==> config.mk <==
export PLATFORM = sky130hd
export DESIGN_NAME = i2s_adc_rx
export DESIGN_NICKNAME = d
export VERILOG_FILES = /design/src/rtl/i2s_adc_rx.sv
export SDC_FILE = /design/constraint.sdc
export NUM_CORES = 1
export LEC_CHECK = 0
export CELL_PAD_IN_SITES_DETAIL_PLACEMENT = 0
export CELL_PAD_IN_SITES_GLOBAL_PLACEMENT = 1
export CORE_MARGIN = 2
export CORE_UTILIZATION = 37
export DETAILED_ROUTE_END_ITERATION = 12
export HOLD_SLACK_MARGIN = 0.06
export PLACE_DENSITY_LB_ADDON = 0.1
export SLEW_MARGIN = 10
export SYNTH_ARGS = -nofsm -noshare
export SYNTH_HDL_FRONTEND = slang
export SYNTH_SLANG_ARGS = --single-unit
==> constraint.sdc <==
create_clock -name osc_clk -period 1.8 [get_ports osc_clk]
set_input_delay 0.54 -clock osc_clk [delete_from_list [all_inputs] [get_ports osc_clk]]
set_output_delay 0.54 -clock osc_clk [all_outputs]
set_load 0.01 [all_outputs]
==> src/rtl/i2s_adc_rx.sv <==
// I2S master-mode ADC receiver: generates bclk/adclrc, deserialises adcdat, hands out stereo pairs.
// Define I2S_RX_LJ_EN for left-justified capture (no one-bit delay, WIDTH up to 32).
module i2s_adc_rx #(
    parameter int WIDTH    = 16,
    parameter int BCLK_DIV = 8
) (
    input  logic             osc_clk,
    input  logic             reset,
    output logic             bclk,
    output logic             adclrc,
    input  logic             adcdat,
    output logic [WIDTH-1:0] left_out,
    output logic [WIDTH-1:0] right_out,
    output logic             sample_valid,
    input  logic             sample_ready,
    output logic             overrun
);

    localparam int DIV_W = (BCLK_DIV > 1) ? $clog2(BCLK_DIV) : 1;

`ifdef I2S_RX_LJ_EN
    localparam int FIRST_BIT = 0;
`else
    localparam int FIRST_BIT = 1;
`endif

    localparam logic [DIV_W-1:0] DIV_LAST   = DIV_W'(BCLK_DIV - 1);
    localparam logic [5:0]       FIRST_SLOT = 6'(FIRST_BIT);
    localparam logic [5:0]       SLOT_BITS  = 6'(WIDTH);
    localparam logic [5:0]       COMMIT_CNT = 6'(32 + FIRST_BIT + WIDTH - 1);

    logic [DIV_W-1:0] div_cnt;
    logic [5:0]       bit_cnt;
    logic [5:0]       bit_cnt_inc;
    logic [5:0]       slot_off;
    logic [WIDTH-1:0] left_hold;
    logic [WIDTH-1:0] shift_reg;
    logic             div_wrap;
    logic             rise_tick;
    logic             fall_tick;
    logic             in_window;
    logic             commit;

    // Offset the slot position by the format delay so one unsigned compare finds the data window.
    always_comb begin
        div_wrap    = (div_cnt == DIV_LAST);
        rise_tick   = div_wrap & ~bclk;
        fall_tick   = div_wrap & bclk;
        bit_cnt_inc = bit_cnt + 6'd1;
        slot_off    = {1'b0, bit_cnt[4:0]} - FIRST_SLOT;
        in_window   = (slot_off < SLOT_BITS);
        commit      = rise_tick & (bit_cnt == COMMIT_CNT);
    end

    always_ff @(posedge osc_clk) begin
        if (reset) begin
            div_cnt      <= '0;
            bclk         <= 1'b0;
            bit_cnt      <= 6'd0;
            adclrc       <= 1'b0;
            left_hold    <= '0;
            shift_reg    <= '0;
            left_out     <= '0;
            right_out    <= '0;
            sample_valid <= 1'b0;
            overrun      <= 1'b0;
        end else begin
            if (div_wrap) begin
                div_cnt <= '0;
                bclk    <= ~bclk;
            end else begin
                div_cnt <= div_cnt + DIV_W'(1);
            end

            if (fall_tick) begin
                bit_cnt <= bit_cnt_inc;
                adclrc  <= bit_cnt_inc[5];
            end

            if (rise_tick && in_window) begin
                if (bit_cnt[5])
                    shift_reg <= WIDTH'({shift_reg, adcdat});
                else
                    left_hold <= WIDTH'({left_hold, adcdat});
            end

            // A commit always wins over an accept; it only flags overrun if the old pair was never taken.
            if (commit) begin
                left_out     <= left_hold;
                right_out    <= WIDTH'({shift_reg, adcdat});
                sample_valid <= 1'b1;
                if (sample_valid && !sample_ready)
                    overrun <= 1'b1;
            end else if (sample_valid && sample_ready) begin
                sample_valid <= 1'b0;
            end
        end
    end

endmodule

==> results.md <==
- Status: complete, no violations
- Post-synthesis sequential area ratio: 50.2%
- Synth top area cells: dfxtp_1, a21oi_1, nand2_1, nand3_1, o21ai_0
- Count leader, synth: dfxtp_1
- Initial Util: 38.5%
- Die Span Y: 93.9 µm
- Final setup fails: 0
- Largest net degree at the start of global routing: 39
- Synth top cells by count: dfxtp_1, nand2_1, a21oi_1
- Vias per inst: 5.01
- Pwr/cell area: 789 nW/µm²
- Asr flop ratio synth: 0%
- I/O pin cnt: 40
- Final hold violations: 0
- Wire per inst: 13.4 µm
- Synthesized Nets: 346
- Met1 GRT Util: 21.1%
- Clock-pin slew on the worst setup and hold paths: 0.08 ns
- Maximum VDD drop: 0.000298 V
- Sink Count: 75
- GP Congestion: 0.712
- Slew @ Worst Pin: 0.530 ns
- Synth cell types: 36
- # DRC: 0
- Vias: 2392
- R2R Path Start: bit_cnt[1]
- Max Root-Sink Buffers: 2
- Die area: 8820 µm²
- Number of global-route vias before repair: 2219
- Number of max-cap violations: 0
- Layout cell share with drive strength beyond 1: 15.7%
- Layout Skew: 0.0134 ns
- Area of the core: 7770 µm²
- Sw frac: 24.6%
- WP depth: 1
- HPWL Detailed: 3.71 mm
- CP delay by family, top: buffers and inverters
- Fin. max-slew vios: 0
- Slowest CP cell: clkdlybuf4s50_1
- Post-synth EDFFs: 0
- Synth Area per Inst: 8.85 µm²
- Post-Syn Area: 2990 µm²
- First-pass GRT wire length: 10.6 mm
- Grt met2 use: 22.3%
- Port Buffers: 39
- Top flop regs: left_hold x16, left_out x16, right_out x16
- Ys flop type: dfxtp_1
- Crit. End Element: output pin
- Die X: 93.9 µm
- Crit path cell chain: clkdlybuf4s50_1
- Area delta synth->final: 23.9%
- H-tree Lvls: 3
- Synthesis warning total: 0
- Switching Power: 719 µW
- All-layer global routing usage: 15.2%
- Clock root cell: clkbuf_8
- Antenna Nets Post-Route: 0
- Hold crit path type: reg -> reg
- Slew headroom: 64.5%
- R2R setup slack: 0.16 ns
- Number of cell rows: 32
- Inst Count DP: 460
- Fmax: 572 MHz
- GRT busiest layer: met2
- TritonCTS buffer count: 9
- GRT overflow: 0
- FF-to-FF path depth: 6
- P_leak: 0.00173 µW
- Period utilization: 97.2%
- Combinational share of power: 1.9%
- Met3 Resource Use GR: 3.13%
- Ant. Diodes: 0
- Filler instances: 789
- CTS tree: built
- Sum Neg Setup Slack: 0 ns
- Crit path largest cell delay: 0.53 ns
- RSZ-0062 raised after global routing: false
- Initial antenna violation count: 0
- CP max FO: 2
- Min cycle time layout: 1.75 ns
- Clk_lat worst skew: 0.35 ns
- Critical Path RT: 1.26 ns
- Nets@finish: 378
- Yosys top cell area share: 50.2%
- RR Endpoint: shift_reg[9]
- Element type at the critical path start: register
- Arrival @ worst endpoint: 1.21 ns
- Post-CTS Repair Setup Buffers: 0
- Yosys top cell by area: dfxtp_1
- P_int: 2200 µW
- Worst Path Buf+Inv: 1
- DRT iter0 DRCs: 109
- Router iterations before antenna repair: 4
- Crit path from: sample_valid
- Cells after Synth: 338
- CP Class: reg -> out
- Sequential power share: 56.9%
- CP Capture Point: sample_valid
- Synthesized flop and latch total: 75
- Final WL: 6.38 mm
- Clock Power Share: 41.2%
- Final non-filler cell total: 477
==> layer usage <==
| layer | vias to the layer above | share of wire (%) |
|---|---|---|
| li1 | 1215 | - |
| met1 | 1131 | 52 |
| met2 | 39 | 43 |
| met3 | 7 | 3.6 |
| met4 | 0 | 1.3 |
| met5 | - | 0 |
==> placed cells by master, fill, tap and decap left out, types with 2 or more instances in the layout <==
master,n
nor3b_1,2
clkdlybuf4s50_1,5
dlymetal6s2s_1,31
dfxtp_1,72
buf_4,6
o21ai_1,2
o211a_4,2
dfxtp_4,2
inv_6,3
nor3_1,2
nor2_1,10
nand3_1,31
buf_12,3
ha_1,4
xor2_1,4
nand4_1,2
nand2_1,56
o21ai_0,29
dlygate4sd2_1,2
clkinvlp_4,3
a21oi_1,54
inv_1,2
a21oi_2,10
xnor2_1,2
nand2_2,10
clkbuf_8,9
==> power by group through the flow <==
stage	clock network (µW)	logic, µW	registers (µW)
finish	1210	55.6	1660
global route	1340	62.9	1660
CTS	1250	57.0	1660
detailed placement	0	57.1	1700
global placement	0	57.5	1700
floorplan	0	32.7	1700
==> stage by stage <==
stage	setup WS (ns)	util [%]	total power, µW	hold slack, ns	instance area (µm²)
after floorplan	0.147	-	1740	0.404	2990
after global placement	0.110	44.0	1760	0.412	3420
after detailed placement	0.0831	44.0	1760	0.418	3420
after CTS	0.000684	46.4	2970	0.430	3610
after global routing	0.00480	47.7	3070	0.434	3710
final	0.0507	47.7	2920	0.429	3710
==> timing repair <==
item / in CTS / in global routing
setup endpoints to repair: 2 / 52
gates resized for setup: 6 / 35
hold buffers: 0 / 0
gates cloned: 0 / 1
==> cell type report <==
| type | count | area, µm² | share of cell area (%) |
|---|---|---|---|
| clock inverter | 7 | 60.1 | 1.62 |
| sequential | 75 | 1510 | 40.7 |
| tap | 102 | 128 | 3.44 |
| clock buffer | 9 | 124 | 3.34 |
| timing repair buffer | 48 | 566 | 15.3 |
| inverter | 2 | 7.51 | 0.203 |
| multi-input combinational | 234 | 1310 | 35.4 |
==> kinds of logic after synthesis <==
family                     Yosys count  share of synthesized area (%)
buffers and inverters               30                           6.65
DFF                                 75                           50.2
muxes                                1                          0.335
adders and majority gates            4                           1.67
xor gates and xnor gates             6                           1.76
and+or+nand+nor                    124                           20.6
AOI/OAI and AO/OA                   98                           18.8
==> how the worst min path moves through the flow <==
stage	startpoint	end	slack (ns)	cells past startpoint
4_1_cts	div_cnt[0]	div_cnt[0]	0.43	1
5_1_grt	div_cnt[0]	div_cnt[0]	0.43	1
3_5_place_dp	div_cnt[0]	div_cnt[0]	0.42	1
2_1_floorplan	div_cnt[0]	div_cnt[0]	0.40	1
3_3_place_gp	div_cnt[0]	div_cnt[0]	0.41	1
6_report	div_cnt[0]	div_cnt[0]	0.43	1
(Power assumes the default switching activity.)
